### src/rtl/alu_pkg.sv
// -----------------------------------------------------------------------------
// alu_pkg
// Shared definitions for the lab ALU datapath: the ALU result width, the result
// type, and the active-low seven-segment patterns for hex digits 0-F
// (segment order {g,f,e,d,c,b,a}, bit 0 = segment a).
// -----------------------------------------------------------------------------
package alu_pkg;

  localparam int ALU_W = 8;

  typedef logic [ALU_W-1:0] result_t;

  localparam logic [6:0] SEG_0 = 7'b1000000;
  localparam logic [6:0] SEG_1 = 7'b1111001;
  localparam logic [6:0] SEG_2 = 7'b0100100;
  localparam logic [6:0] SEG_3 = 7'b0110000;
  localparam logic [6:0] SEG_4 = 7'b0011001;
  localparam logic [6:0] SEG_5 = 7'b0010010;
  localparam logic [6:0] SEG_6 = 7'b0000010;
  localparam logic [6:0] SEG_7 = 7'b1111000;
  localparam logic [6:0] SEG_8 = 7'b0000000;
  localparam logic [6:0] SEG_9 = 7'b0010000;
  localparam logic [6:0] SEG_A = 7'b0001000;
  localparam logic [6:0] SEG_B = 7'b0000011;
  localparam logic [6:0] SEG_C = 7'b1000110;
  localparam logic [6:0] SEG_D = 7'b0100001;
  localparam logic [6:0] SEG_E = 7'b0000110;
  localparam logic [6:0] SEG_F = 7'b0001110;

endpackage : alu_pkg

### src/rtl/hex_decoder.sv
// -----------------------------------------------------------------------------
// hex_decoder
// Combinational 4-bit to seven-segment decoder, active-low outputs.
//   nibble_i : value 0-F to display
//   seg_o    : segments {g,f,e,d,c,b,a}, 0 = lit
// -----------------------------------------------------------------------------
module hex_decoder
  import alu_pkg::*;
(
  input  logic [3:0] nibble_i,
  output logic [6:0] seg_o
);

  always_comb begin
    // NOTE: every case is covered and a default is assigned first, so no latch
    // can be inferred even if the case list is edited later.
    seg_o = SEG_0;
    unique case (nibble_i)
      4'h0: seg_o = SEG_0;
      4'h1: seg_o = SEG_1;
      4'h2: seg_o = SEG_2;
      4'h3: seg_o = SEG_3;
      4'h4: seg_o = SEG_4;
      4'h5: seg_o = SEG_5;
      4'h6: seg_o = SEG_6;
      4'h7: seg_o = SEG_7;
      4'h8: seg_o = SEG_8;
      4'h9: seg_o = SEG_9;
      4'hA: seg_o = SEG_A;
      4'hB: seg_o = SEG_B;
      4'hC: seg_o = SEG_C;
      4'hD: seg_o = SEG_D;
      4'hE: seg_o = SEG_E;
      4'hF: seg_o = SEG_F;
    endcase
  end

endmodule : hex_decoder

### src/rtl/alu_result_register.sv
// -----------------------------------------------------------------------------
// alu_result_register
// Registered output stage behind the lab ALU. A press of the raw Load_n key
// captures ALUout into entry 0 of a short history; older entries shift down
// and the oldest falls off. The low half of entry 0 feeds back to the ALU as
// operand B. Any history entry can be viewed on two HEX displays.
//
// Ports:
//   Clock      : board clock, rising-edge active
//   Reset_b    : asynchronous active-low reset
//   ALUout     : ALU result, sampled on the capture edge
//   Load_n     : raw active-low key, asynchronous to Clock
//   Hold       : 1 = drop captures
//   HistSel    : history entry to view (0 = current)
//   B          : feedback operand, low half of RegOut
//   RegOut     : current registered result (entry 0)
//   ViewOut    : selected entry, 0 if never written
//   ViewValid  : selected entry written since reset
//   LoadCount  : saturating capture count
//   HEX0/HEX1  : active-low segments for ViewOut[3:0] / ViewOut[7:4]
// -----------------------------------------------------------------------------
module alu_result_register
  import alu_pkg::*;
#(
  parameter int WIDTH = ALU_W,
  parameter int DEPTH = 4,
  parameter int CNT_W = 4
) (
  input  logic                       Clock,
  input  logic                       Reset_b,
  input  logic [WIDTH-1:0]           ALUout,
  input  logic                       Load_n,
  input  logic                       Hold,
  input  logic [$clog2(DEPTH)-1:0]   HistSel,
  output logic [WIDTH/2-1:0]         B,
  output logic [WIDTH-1:0]           RegOut,
  output logic [WIDTH-1:0]           ViewOut,
  output logic                       ViewValid,
  output logic [CNT_W-1:0]           LoadCount,
  output logic [6:0]                 HEX0,
  output logic [6:0]                 HEX1
);

  // ---------------------------------------------------------------------------
  // Key synchronizer and falling-edge detect.
  // All three flops reset to 0 ("pressed"), so a key held down through reset
  // release looks like a continuing press and never produces a pulse; a new
  // capture needs the key to be seen released first.
  // The detected edge is registered once more, so the capture lands on the
  // third edge after the key is first sampled low.
  // ---------------------------------------------------------------------------
  logic s1_q, s2_q, p_q;
  logic load_pulse_q;
  logic capture;

  always_ff @(posedge Clock or negedge Reset_b) begin
    if (!Reset_b) begin
      s1_q         <= 1'b0;
      s2_q         <= 1'b0;
      p_q          <= 1'b0;
      load_pulse_q <= 1'b0;
    end else begin
      // NOTE: non-blocking assignments make every flop sample the pre-edge
      // value of its source; blocking here would collapse the chain.
      s1_q         <= Load_n;
      s2_q         <= s1_q;
      p_q          <= s2_q;
      load_pulse_q <= p_q & ~s2_q;
    end
  end

  // Hold is checked only on the single pulse cycle: a held pulse is lost.
  assign capture = load_pulse_q & ~Hold;

  // ---------------------------------------------------------------------------
  // History shift register with per-entry valid bits and capture counter.
  // ---------------------------------------------------------------------------
  logic [WIDTH-1:0] hist_q [DEPTH];
  logic [WIDTH-1:0] hist_d [DEPTH];
  logic [DEPTH-1:0] valid_q, valid_d;
  logic [CNT_W-1:0] cnt_q, cnt_d;

  always_comb begin
    hist_d  = hist_q;
    valid_d = valid_q;
    cnt_d   = cnt_q;
    if (capture) begin
      for (int i = DEPTH - 1; i > 0; i--) begin
        hist_d[i] = hist_q[i-1];
      end
      hist_d[0] = ALUout;
      valid_d   = {valid_q[DEPTH-2:0], 1'b1};
      if (cnt_q != {CNT_W{1'b1}}) begin
        cnt_d = cnt_q + CNT_W'(1);
      end
    end
  end

  always_ff @(posedge Clock or negedge Reset_b) begin
    if (!Reset_b) begin
      // NOTE: the history is a handful of flops, not a RAM, so it is reset
      // along with everything else; a true memory array would be left unreset.
      for (int i = 0; i < DEPTH; i++) begin
        hist_q[i] <= '0;
      end
      valid_q <= '0;
      cnt_q   <= '0;
    end else begin
      hist_q  <= hist_d;
      valid_q <= valid_d;
      cnt_q   <= cnt_d;
    end
  end

  // B comes from the register, so the ALU loop is broken by a flop.
  assign RegOut    = hist_q[0];
  assign B         = hist_q[0][WIDTH/2-1:0];
  assign LoadCount = cnt_q;

  // ---------------------------------------------------------------------------
  // View path: combinational from HistSel and state.
  // ---------------------------------------------------------------------------
  always_comb begin
    ViewValid = valid_q[HistSel];
    ViewOut   = '0;
    if (valid_q[HistSel]) begin
      ViewOut = hist_q[HistSel];
    end
  end

  hex_decoder u_hex0 (
    .nibble_i (ViewOut[3:0]),
    .seg_o    (HEX0)
  );

  hex_decoder u_hex1 (
    .nibble_i (ViewOut[7:4]),
    .seg_o    (HEX1)
  );

endmodule : alu_result_register

### config.mk
export PLATFORM = sky130hd
export DESIGN_NAME = alu_result_register
export DESIGN_NICKNAME = d
export VERILOG_FILES = /design/src/rtl/alu_pkg.sv /design/src/rtl/hex_decoder.sv /design/src/rtl/alu_result_register.sv
export SDC_FILE = /design/constraint.sdc
export NUM_CORES = 1
export LEC_CHECK = 0
export ABC_AREA = 0
export CAP_MARGIN = 40
export CELL_PAD_IN_SITES_DETAIL_PLACEMENT = 2
export CELL_PAD_IN_SITES_GLOBAL_PLACEMENT = 2
export CORE_ASPECT_RATIO = 0.9
export CORE_UTILIZATION = 33
export CTS_CLUSTER_SIZE = 10
export DETAILED_ROUTE_END_ITERATION = 16
export PLACE_DENSITY_LB_ADDON = 0.1
export SLEW_MARGIN = 20
export SYNTH_ARGS = -nofsm -noshare
export SYNTH_HDL_FRONTEND = slang
export SYNTH_SLANG_ARGS = --single-unit
### constraint.sdc
create_clock -name Clock -period 4.6 [get_ports Clock]
set_input_delay 0.92 -clock Clock [delete_from_list [all_inputs] [get_ports Clock]]
set_output_delay 0.92 -clock Clock [all_outputs]
set_load 0.1 [all_outputs]
After elaboration in Yosys (flattened, before gate mapping) --
Memories as Yosys holds them, arrays and structs flattened. Cells that the tools add are included. Widths: inputs -> output; s select.
Cells by class: add/subtract/negate cells 1, bitwise gates (word level) 5, equality and inequality tests 1, magnitude comparators 2, reductions and logical operators 1, mux-type cells 6
Operators by type and width (count):
- $mux 8 | 3
- $bmux 8 s2 | 1
- $add 4x1->4 const B | 1
- $ne 4x4->1 const B | 1
- $ge 3x3->1 const B | 1
- $lt 2x3->1 const B | 1
- $not 2->3 | 1
- $and 1x1->1 | 2
- $bmux 1 s2 | 1
- $not 1->1 | 2
- $reduce_and 2->1 | 1
- $mux 1 | 1
Storage, ports and cells: logic and storage cells 28, bits in read-only memories 224, memories 2, input port bits 14, flip-flop bits (word level) 44, output and inout port bits 39
Memory list:
- (no name shown) | words 16, width 7, read ports 1, clocked after Yosys merged registers in 0, wr ports 0, RTL line hex_decoder.sv:18 | unique case (nibble_i)
- (no name shown) | words 16, width 7, read ports 1, clocked after Yosys merged registers in 0, wr ports 0, RTL line hex_decoder.sv:18

Depth between registers and ports, before layout --
An unclocked memory read counts as a cell.
depth after elaboration 6, gate-level depth with buffers 10, gate-level depth less buffers 7

Cells and area by module --
From an unflattened synthesis, not the netlist that was laid out.
Unflattened totals: cell total of the unflattened synthesis 272, area, all modules 2577.5 um2
By module, submodules not included:
- alu_result_register | sequential area each 1101.1 um2, times used 1, area an instance 2031.9 um2, cells each 205
- hex_decoder at u_hex1 | sequential area each 0.0 um2, times used 1, area an instance 275.3 um2, cells each 32
- hex_decoder at u_hex0 | sequential area each 0.0 um2, times used 1, area an instance 270.3 um2, cells each 35

Worst setup path before layout --
Ideal clock, no wire load.
path type input port to output port, from in HistSel[0], to out HEX1[3], path buffers 3, arrival 4913 ps, data required time 3680 ps, stages 9, setup slack -1233 ps, cells stage by stage buf_6 mux4_2 buf_4 buf_2 nand2_1 inv_1 ha_1 mux2i_1 mux2i_1
On the way: elaborated cells on any way between the ends 8, classes of those cells mux (6); bitwise (1); memory (1)
RTL lines:
- from (decl) | RTL line alu_result_register.sv:34 | input logic [$clog2(DEPTH)-1:0] HistSel,
- $bmux 1 s2
- $mux 1
- via ViewValid | RTL line alu_result_register.sv:38 | output logic ViewValid,
- $mux 8 | RTL line alu_result_register.sv:126 | if (valid_q[HistSel]) begin
- via ViewOut[4] | RTL line alu_result_register.sv:37 | output logic [WIDTH-1:0] ViewOut,
- $mem_v2 16x7
- to (decl) | RTL line alu_result_register.sv:41 | output logic [6:0] HEX1
The timed path passes the listed nets, and every way through them passes these cells. The select of a mux whose other input is x is not followed.

Final worst setup path --
from in HistSel[1], to out HEX0[6]
On the way: cells in the longest elaborated chain, start to end 6, elaborated cells on any way between the ends 8, classes of those cells mux (6); bitwise (1); memory (1)
Ends and longest elaborated chain:
- $not 2->3 (implied by the code) | RTL line alu_result_register.sv:127 | ViewOut = hist_q[HistSel];
- $bmux 8 s2 | RTL line alu_result_register.sv:127
- $mux 8 (implied by the code) (2 in a row) | RTL line alu_result_register.sv:127
- $mux 8 (*) | RTL line alu_result_register.sv:126
- $mem_v2 16x7 (*)
- to (decl) | RTL line alu_result_register.sv:40 | output logic [6:0] HEX0,
Mark *: on every way between the ends. The rest lies on a longest branch, timed or not. The select of a mux whose other input is x is not followed.

==> results_dict.tcl <==
set metrics [dict create \
    num_vias 2170 \
    clockBufferDepth 2 \
    hold_path.class "register to register" \
    period_share_pct 91.2 \
    ys_warn_count 0 \
    clock_latency_ns 0.29 \
    cp.required_ns 3.68 \
    rows 30 \
    skew_ns 0.00672 \
    p_leak_nw 1.80 \
    synthTopCellsByArea "dfrtp_1 (43%), nand2_1 (17%), ha_1 (6.4%)" \
    tritoncts "yes" \
    p_per_area_nw_per_um2 590 \
    ir_drop_mv 0.379 \
    post_cts_buffers 0 \
    worst-r2r-cell-count 4 \
    core_um2 7510 \
    crit_path_end_kind "output pin" \
    hold_viol_final 0 \
    place_congestion 0.708 \
    pin_count 53 \
    synthFlopType "dfrtp_1" \
    cp-startpoint "HistSel[1]" \
    grt_start_max_net_pins 38 \
    dr.pass1.iters 4 \
    synth_edf_count 0 \
    clk_pin_slew_ns 0.08 \
    path_cells "clkdlybuf4s50_1 -> buf_4 -> mux4_1 -> nand2_1 -> inv_1 -> ha_1 -> mux2_2 -> nand2_1 -> o311ai_2 -> buf_12" \
    grt_pass1_vias 2398 \
    final_util_pct 51.3 \
    ys_types 37 \
    drt_iter0_drc 66 \
    fin_area_um2 3850 \
    maxSlewHeadroom_pct 47.7 \
    slowest_stage "clkdlybuf4s50_1" \
    area_growth_syn_to_layout_pct 50.7 \
    h-tree-depth 2 \
    avgSynthCellArea_um2 9.27 \
    seq_area_frac_synth_pct 43.0 \
    place_hpwl_um 5690 \
    final_cells 431 \
    r2r_start "load_pulse_q" \
    synthTopCellsByCount "nand2_1 (114), dfrtp_1 (44), buf_4 (13), ha_1 (13), inv_1 (11)" \
    drive_above_1_share_pct 27.2 \
    netlist_area_um2 2560 \
    hold-worst-slack_ns 0.357 \
    r2r-end "hist_q[17]" \
    crit_fanout 8 \
    drv_slew 0 \
    grt_pass1_wl_um 12200 \
    die-area_um2 8110 \
    setup_viol 0 \
    grt_overflow 0 \
    wl_per_cell_um 17.0 \
    holdPathStages 0 \
    fmax_ghz 0.238 \
    drc 0 \
    finalWirelength_um 7350 \
    cp_top_family "buffers and inverters" \
    period_minus_slack_ns 4.19 \
    criticalPathCategory "primary input to output pin" \
    synth_nets 303 \
    syn_inst 276 \
    rrSetupSlack_ns 2.99 \
    ctsHoldBuffers 0 \
    fp.dieW_um 94.8 \
    synth_seq_cells 44 \
    crit_cells 10 \
    async_reset_ff_share_pct 100 \
    antenna_found_initial 0 \
    vias_per_cell 5.03 \
    antenna_cells 0 \
    cts.sinks 44 \
    io_buffers 52 \
    crit_path_end "HEX0[6]" \
    tightest_slew_ns 0.781 \
    status "finished clean" \
    critPathArrivalTime_ns 3.27 \
    yosysMostFrequentCell "nand2_1" \
    cts.root.buffer_cell "clkbuf_8" \
    cts_buffers 5 \
    crit_path_start_kind "primary input" \
    crit_buf_inv 4 \
    synth_top_area_share_pct 43.0 \
    pre_cts_ws_ns 0.0245 \
    layout_setup_ws_ns 0.406 \
    critPathMaxStageDelay_ns 0.50 \
    cap_violations 0 \
    synth.largest_area_cell "dfrtp_1" \
    placedInstanceArea_um2 3750 \
    grt_usage_pct 19.5 \
    initial_utilization_pct 34.1 \
    rsz0062_at_grt "no" \
    die_h_um 85.5 \
    nNetsFinal 361 \
    dpl.cell_count 423 \
    final_antenna_net_count 0 \
    cp_common_cell "nand2_1" \
]
## power by group
part | switching (mW) | total [mW] | internal, mW
registers | 0.0786 | 0.548 | 0.469
logic | 0.919 | 1.43 | 0.512
clock network | 0.133 | 0.294 | 0.161
## through the flow
stage          setup TNS, ns  power, mW
2_1_floorplan        -0.0796       1.50
3_3_place_gp               0       1.84
3_5_place_dp               0       2.00
4_1_cts                    0       2.30
5_1_grt                    0       2.37
6_report                   0       2.27
## state kept, by name (all words and copies together), names as in the netlist
register / count
valid_q: 4
s2_q: 1
s1_q: 1
p_q: 1
RegOut: 8
load_pulse_q: 1
hist_q: 24
LoadCount: 4
## cell type report
type                       count  area (um^2)
sequential                    44         1100
timing repair buffer          77         1070
clock inverter                 2         35.0
fill                         764         3650
clock buffer                   6         72.6
multi-input combinational    195         1410
tap                           96          120
inverter                      11         52.6
## layout by cell type, fill, tap and decap left out, types with 3 or more instances in the layout
cell type	synthesis	layout
nand3_1	3	3
inv_1	11	8
clkinvlp_4	0	3
clkbuf_8	0	5
clkdlybuf4s50_1	0	27
buf_4	13	8
mux4_2	5	6
ha_1	13	10
buf_12	0	24
ha_4	0	3
nor2b_1	6	5
mux2i_1	8	6
buf_8	0	16
mux2_2	4	4
mux4_1	4	3
nand2_2	2	4
nand2_1	114	111
dfrtp_1	44	44
## worst min-delay path by stage
stage          startpoint   end  slack, ns
3_3_place_gp         s1_q  s2_q       0.33
3_5_place_dp         s1_q  s2_q       0.34
6_report             s1_q  s2_q       0.36
5_1_grt              s1_q  s2_q       0.37
4_1_cts              s1_q  s2_q       0.36
2_1_floorplan        s1_q  s2_q       0.33
## worst reg2reg max path, cell delays in order, from the launching register on
cell and delay (ns):
dfrtp_1 0.36, nor2b_2 0.66, buf_4 0.37, nand2_1 0.10, nand2_1 0.07
## cells by family (layout without fill, tap and decap cells)
family                     count (synthesis)  after routing  share of synthesized area (%)
DFF                                       44             44                           43.0
buffers and inverters                     37             96                           8.07
adders and majority gates                 13             13                           6.36
AOI/OAI and AO/OA                         24             24                           6.50
xor gates and xnor gates                   1              1                          0.342
muxes                                     22             22                           14.0
and+or+nand+nor                          135            135                           21.7
## routing by layer
metal / up-vias / GRT usage (%) / routed length, um
met5: - / 0 / 0
met3: 5 / 2.30 / 170
met2: 39 / 36.6 / 4030
met1: 1119 / 23.9 / 3090
li1: 1007 / - / -
met4: 0 / 3.72 / 59
## repair_timing
action	4_1_cts	5_1_grt
hold endpoints to repair	0	0
endpoints found under the setup margin	0	4
gates resized for setup	0	2
No activity file was read; power rests on OpenSTA's default activity.
